$ cat src/rtl/beta_mc_control.sv
`default_nettype none
//============================================================================
// Module   : beta_mc_control
// Brief    : Multicycle fetch/execute/memory control unit for the Beta datapath
// Revision : 1.0 - initial release
//============================================================================
module beta_mc_control #(
    parameter int ENABLE_MUL      = 1,
    parameter int MUL_CYCLES      = 4,
    parameter int IRQ_SYNC_STAGES = 2
) (
    input  logic       clk,
    input  logic       rst,
    input  logic [5:0] opcode,
    input  logic       irq,
    input  logic       z,
    input  logic       supervisor,
    input  logic       mem_ready,
    output logic       mem_req,
    output logic       ir_we,
    output logic       pc_we,
    output logic       werf,
    output logic [3:0] alufn,
    output logic       asel,
    output logic       bsel,
    output logic       moe,
    output logic       mwr,
    output logic [2:0] pcsel,
    output logic       ra2sel,
    output logic       wasel,
    output logic [1:0] wdsel,
    output logic       busy
);

    typedef enum logic [2:0] {
        S_IDLE  = 3'd0,
        S_FETCH = 3'd1,
        S_EXEC  = 3'd2,
        S_MEM   = 3'd3,
        S_TRAP  = 3'd4
    } state_t;

    localparam logic [3:0] c_mul_last = 4'(MUL_CYCLES - 1);
    localparam logic [3:0] c_alu_and  = 4'b1000;
    localparam logic [2:0] c_pc_inc   = 3'd0;
    localparam logic [2:0] c_pc_br    = 3'd1;
    localparam logic [2:0] c_pc_jmp   = 3'd2;
    localparam logic [2:0] c_pc_illop = 3'd3;
    localparam logic [2:0] c_pc_xadr  = 3'd4;
    localparam logic [1:0] c_wd_alu   = 2'd1;
    localparam logic [1:0] c_wd_mem   = 2'd2;
    localparam logic [5:0] c_op_ld    = 6'b011000;
    localparam logic [5:0] c_op_st    = 6'b011001;
    localparam logic [5:0] c_op_jmp   = 6'b011011;
    localparam logic [5:0] c_op_beq   = 6'b011100;
    localparam logic [5:0] c_op_bne   = 6'b011101;
    localparam logic [5:0] c_op_ldr   = 6'b011111;

    state_t     r_state;
    state_t     w_next;
    state_t     w_boundary;
    logic [3:0] r_mul_cnt;
    logic       w_irq_s;
    logic       w_alu_ill;
    logic       w_is_alu;
    logic       w_is_mul;
    logic       w_mul_last;
    logic       w_is_ld;
    logic       w_is_ldr;
    logic       w_is_st;
    logic       w_is_jmp;
    logic       w_is_beq;
    logic       w_is_bne;

    generate
        if (IRQ_SYNC_STAGES == 1) begin : g_sync_single
            logic r_sync;
            always_ff @(posedge clk or posedge rst) begin
                if (rst) r_sync <= 1'b0;
                else     r_sync <= irq;
            end
            assign w_irq_s = r_sync;
        end else begin : g_sync_chain
            logic [IRQ_SYNC_STAGES-1:0] r_sync;
            always_ff @(posedge clk or posedge rst) begin
                if (rst) r_sync <= '0;
                else     r_sync <= {r_sync[IRQ_SYNC_STAGES-2:0], irq};
            end
            assign w_irq_s = r_sync[IRQ_SYNC_STAGES-1];
        end
    endgenerate

    // OP/OPC space minus the unimplemented DIV slot, the x111 holes and MUL when absent
    assign w_alu_ill  = (opcode[3:0] == 4'b0011) || (opcode[2:0] == 3'b111) ||
                        ((opcode[3:0] == 4'b0010) && (ENABLE_MUL == 0));
    assign w_is_alu   = opcode[5] && !w_alu_ill;
    assign w_is_mul   = w_is_alu && (opcode[3:0] == 4'b0010);
    assign w_mul_last = !w_is_mul || (r_mul_cnt == c_mul_last);
    assign w_is_ld    = (opcode == c_op_ld);
    assign w_is_ldr   = (opcode == c_op_ldr);
    assign w_is_st    = (opcode == c_op_st);
    assign w_is_jmp   = (opcode == c_op_jmp);
    assign w_is_beq   = (opcode == c_op_beq);
    assign w_is_bne   = (opcode == c_op_bne);

    // Instruction boundary: a pending unmasked interrupt replaces the fetch
    assign w_boundary = (w_irq_s && !supervisor) ? S_TRAP : S_FETCH;

    always_ff @(posedge clk or posedge rst) begin
        if (rst) begin
            r_state   <= S_IDLE;
            r_mul_cnt <= '0;
        end else begin
            r_state <= w_next;
            if ((r_state == S_EXEC) && w_is_mul && !w_mul_last)
                r_mul_cnt <= r_mul_cnt + 4'd1;
            else
                r_mul_cnt <= '0;
        end
    end

    assign busy = (r_state != S_IDLE);

    always_comb begin
        w_next  = r_state;
        mem_req = 1'b0;
        ir_we   = 1'b0;
        pc_we   = 1'b0;
        werf    = 1'b0;
        alufn   = 4'b0000;
        asel    = 1'b0;
        bsel    = 1'b0;
        moe     = 1'b0;
        mwr     = 1'b0;
        pcsel   = c_pc_inc;
        ra2sel  = 1'b0;
        wasel   = 1'b0;
        wdsel   = 2'd0;
        case (r_state)
            S_IDLE: w_next = S_FETCH;
            S_FETCH: begin
                mem_req = 1'b1;
                moe     = 1'b1;
                if (mem_ready) begin
                    ir_we  = 1'b1;
                    w_next = S_EXEC;
                end
            end
            S_EXEC: begin
                if (w_is_alu) begin
                    alufn = opcode[3:0];
                    bsel  = opcode[4];
                    wdsel = c_wd_alu;
                    if (w_mul_last) begin
                        werf   = 1'b1;
                        pc_we  = 1'b1;
                        w_next = w_boundary;
                    end
                end else if (w_is_ld) begin
                    bsel   = 1'b1;
                    w_next = S_MEM;
                end else if (w_is_ldr) begin
                    asel   = 1'b1;
                    alufn  = c_alu_and;
                    w_next = S_MEM;
                end else if (w_is_st) begin
                    bsel   = 1'b1;
                    ra2sel = 1'b1;
                    w_next = S_MEM;
                end else if (w_is_jmp || w_is_beq || w_is_bne) begin
                    if (w_is_jmp)      pcsel = c_pc_jmp;
                    else if (w_is_beq) pcsel = z ? c_pc_br : c_pc_inc;
                    else               pcsel = z ? c_pc_inc : c_pc_br;
                    werf   = 1'b1;
                    pc_we  = 1'b1;
                    w_next = w_boundary;
                end else begin
                    pcsel  = c_pc_illop;
                    wasel  = 1'b1;
                    werf   = 1'b1;
                    pc_we  = 1'b1;
                    w_next = w_boundary;
                end
            end
            S_MEM: begin
                mem_req = 1'b1;
                if (w_is_st) begin
                    bsel   = 1'b1;
                    ra2sel = 1'b1;
                    mwr    = 1'b1;
                    if (mem_ready) begin
                        pc_we  = 1'b1;
                        w_next = w_boundary;
                    end
                end else begin
                    moe   = 1'b1;
                    wdsel = c_wd_mem;
                    if (w_is_ldr) begin
                        asel  = 1'b1;
                        alufn = c_alu_and;
                    end else begin
                        bsel  = 1'b1;
                    end
                    if (mem_ready) begin
                        werf   = 1'b1;
                        pc_we  = 1'b1;
                        w_next = w_boundary;
                    end
                end
            end
            S_TRAP: begin
                pcsel  = c_pc_xadr;
                wasel  = 1'b1;
                werf   = 1'b1;
                pc_we  = 1'b1;
                w_next = S_FETCH;
            end
            default: w_next = S_IDLE;
        endcase
    end

endmodule
`default_nettype wire

$ cat config.mk
export PLATFORM = sky130hd
export DESIGN_NAME = beta_mc_control
export DESIGN_NICKNAME = d
export VERILOG_FILES = /design/src/rtl/beta_mc_control.sv
export SDC_FILE = /design/constraint.sdc
export NUM_CORES = 1
export LEC_CHECK = 0
export ABC_AREA = 1
export CAP_MARGIN = 25
export CORE_MARGIN = 2
export CORE_UTILIZATION = 47
export CTS_BUF_LIST = sky130_fd_sc_hd__clkbuf_8
export DETAILED_ROUTE_END_ITERATION = 16
export PLACE_DENSITY = 0.87
export REMOVE_ABC_BUFFERS = 1
export SLEW_MARGIN = 5
export SYNTH_ARGS = -nofsm -noshare
export SYNTH_HDL_FRONTEND = slang
export SYNTH_SLANG_ARGS = --single-unit
$ cat constraint.sdc
create_clock -name clk -period 1.8 [get_ports clk]
set_input_delay 0.36 -clock clk [delete_from_list [all_inputs] [get_ports clk]]
set_output_delay 0.36 -clock clk [all_outputs]
set_load 0.02 [all_outputs]
## After elaboration in Yosys (flattened, before gate mapping)

Index checks and enable logic that the tools add are counted.

| operators by class | value |
|---|---|
| add/subtract/negate cells | 1 |
| reductions and logical operators | 18 |
| eq/ne operators | 17 |
| multiplexer cells | 62 |

Operator list:

| operator | number |
|---|---|
| 3-bit 2-to-1 mux | 13 |
| 6-bit by 5-bit == test with 1-bit output (second input constant) | 6 |
| 1-bit 2-to-1 mux | 31 |
| 4-bit 2-to-1 mux | 5 |
| 4-bit by 2-bit == test with 1-bit output (second input constant) | 3 |
| 3-bit one-hot mux with 4 select lines | 1 |
| 1-bit one-hot mux with 2 select lines | 5 |
| 4-bit one-hot mux with 2 select lines | 1 |
| 3-bit by 2-bit == test with 1-bit output (second input constant) | 2 |
| 3-bit == test (second input constant) | 2 |
| 1-bit one-hot mux with 3 select lines | 2 |
| 3-bit one-hot mux with 2 select lines | 1 |
| 1-bit logical AND | 5 |
| 4-bit by 1-bit adder with 4-bit output (second input constant) | 1 |
| 1-bit zero test | 4 |
| 1-bit logical OR | 4 |
| 2-bit 2-to-1 mux | 2 |
| 2-bit != test (second input constant) | 2 |
| 2-bit one-hot mux with 2 select lines | 1 |
| 2-bit OR reduction | 2 |
| 3-bit by 1-bit == test with 1-bit output (second input constant) | 1 |
| 3-bit zero test | 1 |
| 3-bit != test (second input constant) | 1 |
| 3-bit AND reduction | 1 |
| 3-bit nonzero test | 1 |

| storage, ports and cells | value |
|---|---|
| output and inout port bits | 20 |
| register bits | 9 |
| input bits | 12 |

## Logic depth before layout (Yosys ltp)

| logic depth | value |
|---|---|
| depth after elaboration | 10 |
| mapped depth | 8 |
| mapped depth without buffers | 8 |

## Worst setup path before layout

OpenSTA, ideal clock, no wires.

| timing | value |
|---|---|
| kind | reg2out |
| from | register r_state[2] |
| to | output pcsel[1] |
| buffers on the path | 0 |
| required time | 1.440 ns |
| arrival time | 1.331 ns |
| stages on the path, launching flop included | 6 |
| slack | 0.109 ns |
| cells stage by stage | dfrtp_1 > nor2_4 > nand2_4 > clkinv_4 > nand2_2 > nor3b_1 |

| between the ends | value |
|---|---|
| word-level cells in the longest chain between the ends | 2 |
| elaborated cells on any way between the ends | 3 |
| classes of those cells | eq/ne (2); mux (1) |

RTL lines:

| what | RTL line | source |
|---|---|---|
| start: declaration | 59 | `state_t r_state;` |
| start signal: assignment | 114 | `r_state <= w_next;` |
| 3-bit == test / 3-bit by 2-bit == test with 1-bit output (equally long branches) | 139 | `case (r_state)` |
| 3-bit one-hot mux with 2 select lines * | 139 |  |
| end: declaration | 28 | `output logic [2:0] pcsel,` |

Mark *: on every way between the ends. The rest lies on a longest branch, timed or not.

## Final worst setup path

| timing | value |
|---|---|
| from | input opcode[0] |
| to | output alufn[2] |

| between the ends | value |
|---|---|
| word-level cells in the longest chain between the ends | 6 |
| elaborated cells on any way between the ends | 11 |
| classes of those cells | eq/ne (4); mux (4); reduce/logical (3) |

RTL lines:

| what | RTL line | source |
|---|---|---|
| start: declaration | 14 | `input logic [5:0] opcode,` |
| 4-bit by 2-bit == test with 1-bit output / 3-bit == test (equally long branches) | 94 | `assign w_alu_ill = (opcode[3:0] == 4'b0011) \|\| (opcode[2:0] == 3'b111) \|\|` |
| 1-bit logical OR | 94 |  |
| 1-bit zero test | 96 | `assign w_is_alu = opcode[5] && !w_alu_ill;` |
| 1-bit logical AND | 96 |  |
| 4-bit 2-to-1 mux | 150 | `if (w_is_alu) begin` |
| 4-bit one-hot mux with 2 select lines * | 139 |  |
| end: declaration | 23 | `output logic [3:0] alufn,` |

Marks and branches as above.

==> Flow_metrics.wiki <==
{| class="wikitable"
! Metric !! Value
|-
| Result of the run || complete, but fails checks
|-
| Violated checks || setup timing
|-
| Largest net degree at the start of global routing || 10
|-
| Most common library cell in the layout ignoring fill and taps || buf_4
|-
| Antenna Violating Nets Remaining || 0
|-
| Final setup TNS || -0.4852 ns
|-
| Min-delay worst type || flop to flop
|-
| GPL Wtd Cong || 0.8462
|-
| CTS HTree Levels || 1
|-
| Relative slew margins || 77.41%
|-
| Met1 track demand over resource || 32.23%
|-
| Leading cell types by total area after synthesis || dfrtp_1, nand2_1, inv_1
|-
| Num CTS Buffers || 3
|-
| Number of input and output port buffers inserted || 31
|-
| Initial Utilization || 50.33%
|-
| CTS Root Buffer Type || clkbuf_8
|-
| Layout-stage area growth over the synthesis result || 88.09%
|-
| Count of pins on the block boundary || 32
|-
| Arrival time of the worst setup path || 1.58 ns
|-
| FMAX || 515.6 MHz
|-
| Lkg Pwr || 0.0008371 uW
|-
| Post-route clock period utilization || 107.7%
|-
| Crit Path Max Fanout || 3
|-
| Clock transition at the registers of the reported paths || 0.04 ns
|-
| Proportion of netlist area held by the largest area contributor || 29.36%
|-
| Sequential cell area fraction in the yosys report || 29.36%
|-
| Detailed-router iteration count before antenna repair || 4
|-
| Setup repair after global routing missed its margin || yes
|-
| Nets@finish || 196
|-
| Avg Vias per Cell || 6.101
|-
| Setup Crit Path Kind || input pin to primary output
|-
| Count of flip-flops with a built-in enable after synthesis || 0
|-
| Data required time at the worst endpoint || 1.44 ns
|-
| Post-detail-place hpwl || 2.047 mm
|-
| GRT Overall Usage || 32.06%
|-
| Setup crit end kind || primary output
|-
| Number of cell rows || 14
|-
| Routed via count || 1208
|-
| Area inside the core boundary || 0.001524 mm2
|-
| Layout cells sized above 1 || 53.85%
|-
| Avg Synthesized Cell Area || 6.555 um2
|-
| Die Wd || 44.40 um
|-
| Maximum clock insertion buffer count || 2
|-
| Via count of the first global-routing pass || 1068
|-
| Setup clock skew after layout || 0.001612 ns
|-
| Number of cells produced by synthesis || 117
|-
| Reg area || 225.2 um2
|-
| Max Cap Violations || 0
|-
| Antenna violations before repair || 0
|-
| Worst VDD drop || 0.9694 mV
|-
| Final period demand of the worst path || 1.939 ns
|-
| Actual slew at the worst max-slew pin || 0.3385 ns
|-
| Antenna cell count || 0
|-
| Gr busiest metal || met2
|-
| Final wirelength || 4.048 mm
|-
| Final routed wire length divided by cell count || 20.44 um
|-
| Met3 routing resource usage after global routing || 8.571%
|-
| Multi-input combinational cell area || 581.8 um2
|-
| Crit start category || input pin
|-
| Post-synthesis register bit count || 9
|-
| Number of design-rule violations left by the first detailed-router iteration || 78
|-
| Vert. Die Dim || 44.40 um
|-
| Final number of max-transition violations || 0
|-
| Global route total overflow || 0
|-
| Dominant register cell in the synthesized netlist || dfrtp_1
|-
| Global-route wire length before repair || 4.547 mm
|-
| Final count of negative-setup-slack endpoints || 9
|-
| Final number of hold-violating endpoints || 0
|-
| Post-route DRC || 0
|-
| Clock net sink count || 9
|-
| Count of warnings emitted by yosys || 0
|-
| Commonest non-fill, non-tap cells in the layout || buf_4, nand2_1, inv_1, nor2_1
|-
| Share of flip-flops with an asynchronous set or reset || 100.0%
|-
| Final-layout fill cell count || 46
|-
| TritonCTS clock tree || built
|-
| Finished Core Util || 94.66%
|-
| Cell area after synthesis || 767.0 um2
|-
| Leading area contributor after synthesis || dfrtp_1
|-
| Number of buffers inserted for hold repair after clock tree synthesis || 0
|-
| Area of the die || 0.001971 mm2
|-
| Met2 routing resource usage after global routing || 59.12%
|-
| Clock Latency Late Sink || 0.23 ns
|-
| Pwr per Cell Area || 1132 mW/mm2
|-
| Netlist cell types || 24
|-
| Post-route setup slack || -0.1395 ns
|}
## synthesized netlist by cell type, types with 2 or more instances
cell      n
nand2_1  24
inv_1    23
nor2_1   17
nand3_1  10
dfrtp_1   9
a21oi_1   5
nand2_2   5
nor2_4    3
nand2_4   2
nand3_2   2
nor2_2    2
o21ai_1   2
xor2_1    2
## where the power goes
part / leakage (uW) / internal (uW) / total (uW) / switching [uW]
registers: 0.000117 / 232 / 260 / 28.6
logic: 0.000693 / 459 / 1140 / 681
clock network: 0.0000269 / 149 / 232 / 83.5
total: 0.000837 / 840 / 1630 / 794
## cell families after synthesis
| group | synth area share, % |
|---|---|
| compound gates | 7.342 |
| buf+inv | 13.38 |
| simple gates | 46.00 |
| fa+ha+maj | 1.631 |
| flops | 29.36 |
| xor+xnor | 2.284 |
## state kept, by name, indices dropped and copies added (netlist names)
| name | flops |
|---|---|
| g_sync_chain.r_sync | 2 |
| r_mul_cnt | 4 |
| r_state | 3 |
## timing repair
item,in CTS,in global routing
resized for setup,110,33
hold endpoints to repair,0,0
setup endpoints to repair,20,19
pin swaps,10,12
setup buffers,1,1
## stage by stage
stage | hold slack [ns] | power (uW) | cell area (um2) | std cells | setup WS, ns
detailed placement | 0.3465 | 1260 | 1308 | 192 | -0.7419
CTS | 0.3558 | 1453 | 1393 | 197 | -0.01520
finish | 0.3648 | 1633 | 1443 | 198 | -0.1395
global placement | 0.3334 | 1221 | 1308 | 192 | -0.6617
floorplan | 0.1879 | 746.7 | 767.0 | 117 | 0.1091
global route | 0.3671 | 1685 | 1443 | 198 | -0.1900
## metal layers
| metal | up-vias | part of all wire, % |
|---|---|---|
| met5 | - | 0 |
| met4 | 0 | 7.0 |
| met3 | 37 | 9.6 |
| met2 | 122 | 49 |
| met1 | 565 | 34 |
| li1 | 484 | - |
## final timing paths
kind	start	to	slack [ns]	cells past startpoint
worst max-delay path	opcode[0]	alufn[2]	-0.14	9
worst min-delay path	g_sync_chain.r_sync[0]	g_sync_chain.r_sync[1]	0.36	0
worst max register to register	r_state[1]	r_state[0]	0.27	9
worst min register to register	g_sync_chain.r_sync[0]	g_sync_chain.r_sync[1]	0.36	0
max in group asynchronous	rst	r_state[1]	1.15	2
min in group asynchronous	rst	r_mul_cnt[3]	0.40	2
## area by class of cell
class                           count  area share, %
Clock inverter                      1         0.2602
Sequential cell                     9          15.61
Timing Repair Buffer               61          32.26
Inverter                           26          7.285
Multi-Input combinational cell     82          40.33
Tap cell                           16          1.388
Clock buffer                        3          2.862
## worst max-delay path: stages
cell and delay, ns:
dlygate4sd2_1 0.28, nand2_2 0.12, inv_4 0.06, nand2_4 0.08
nand2_4 0.08, nor2_4 0.15, inv_2 0.10, nor2_1 0.17
buf_4 0.18
Power figures use the tool's default switching activity.
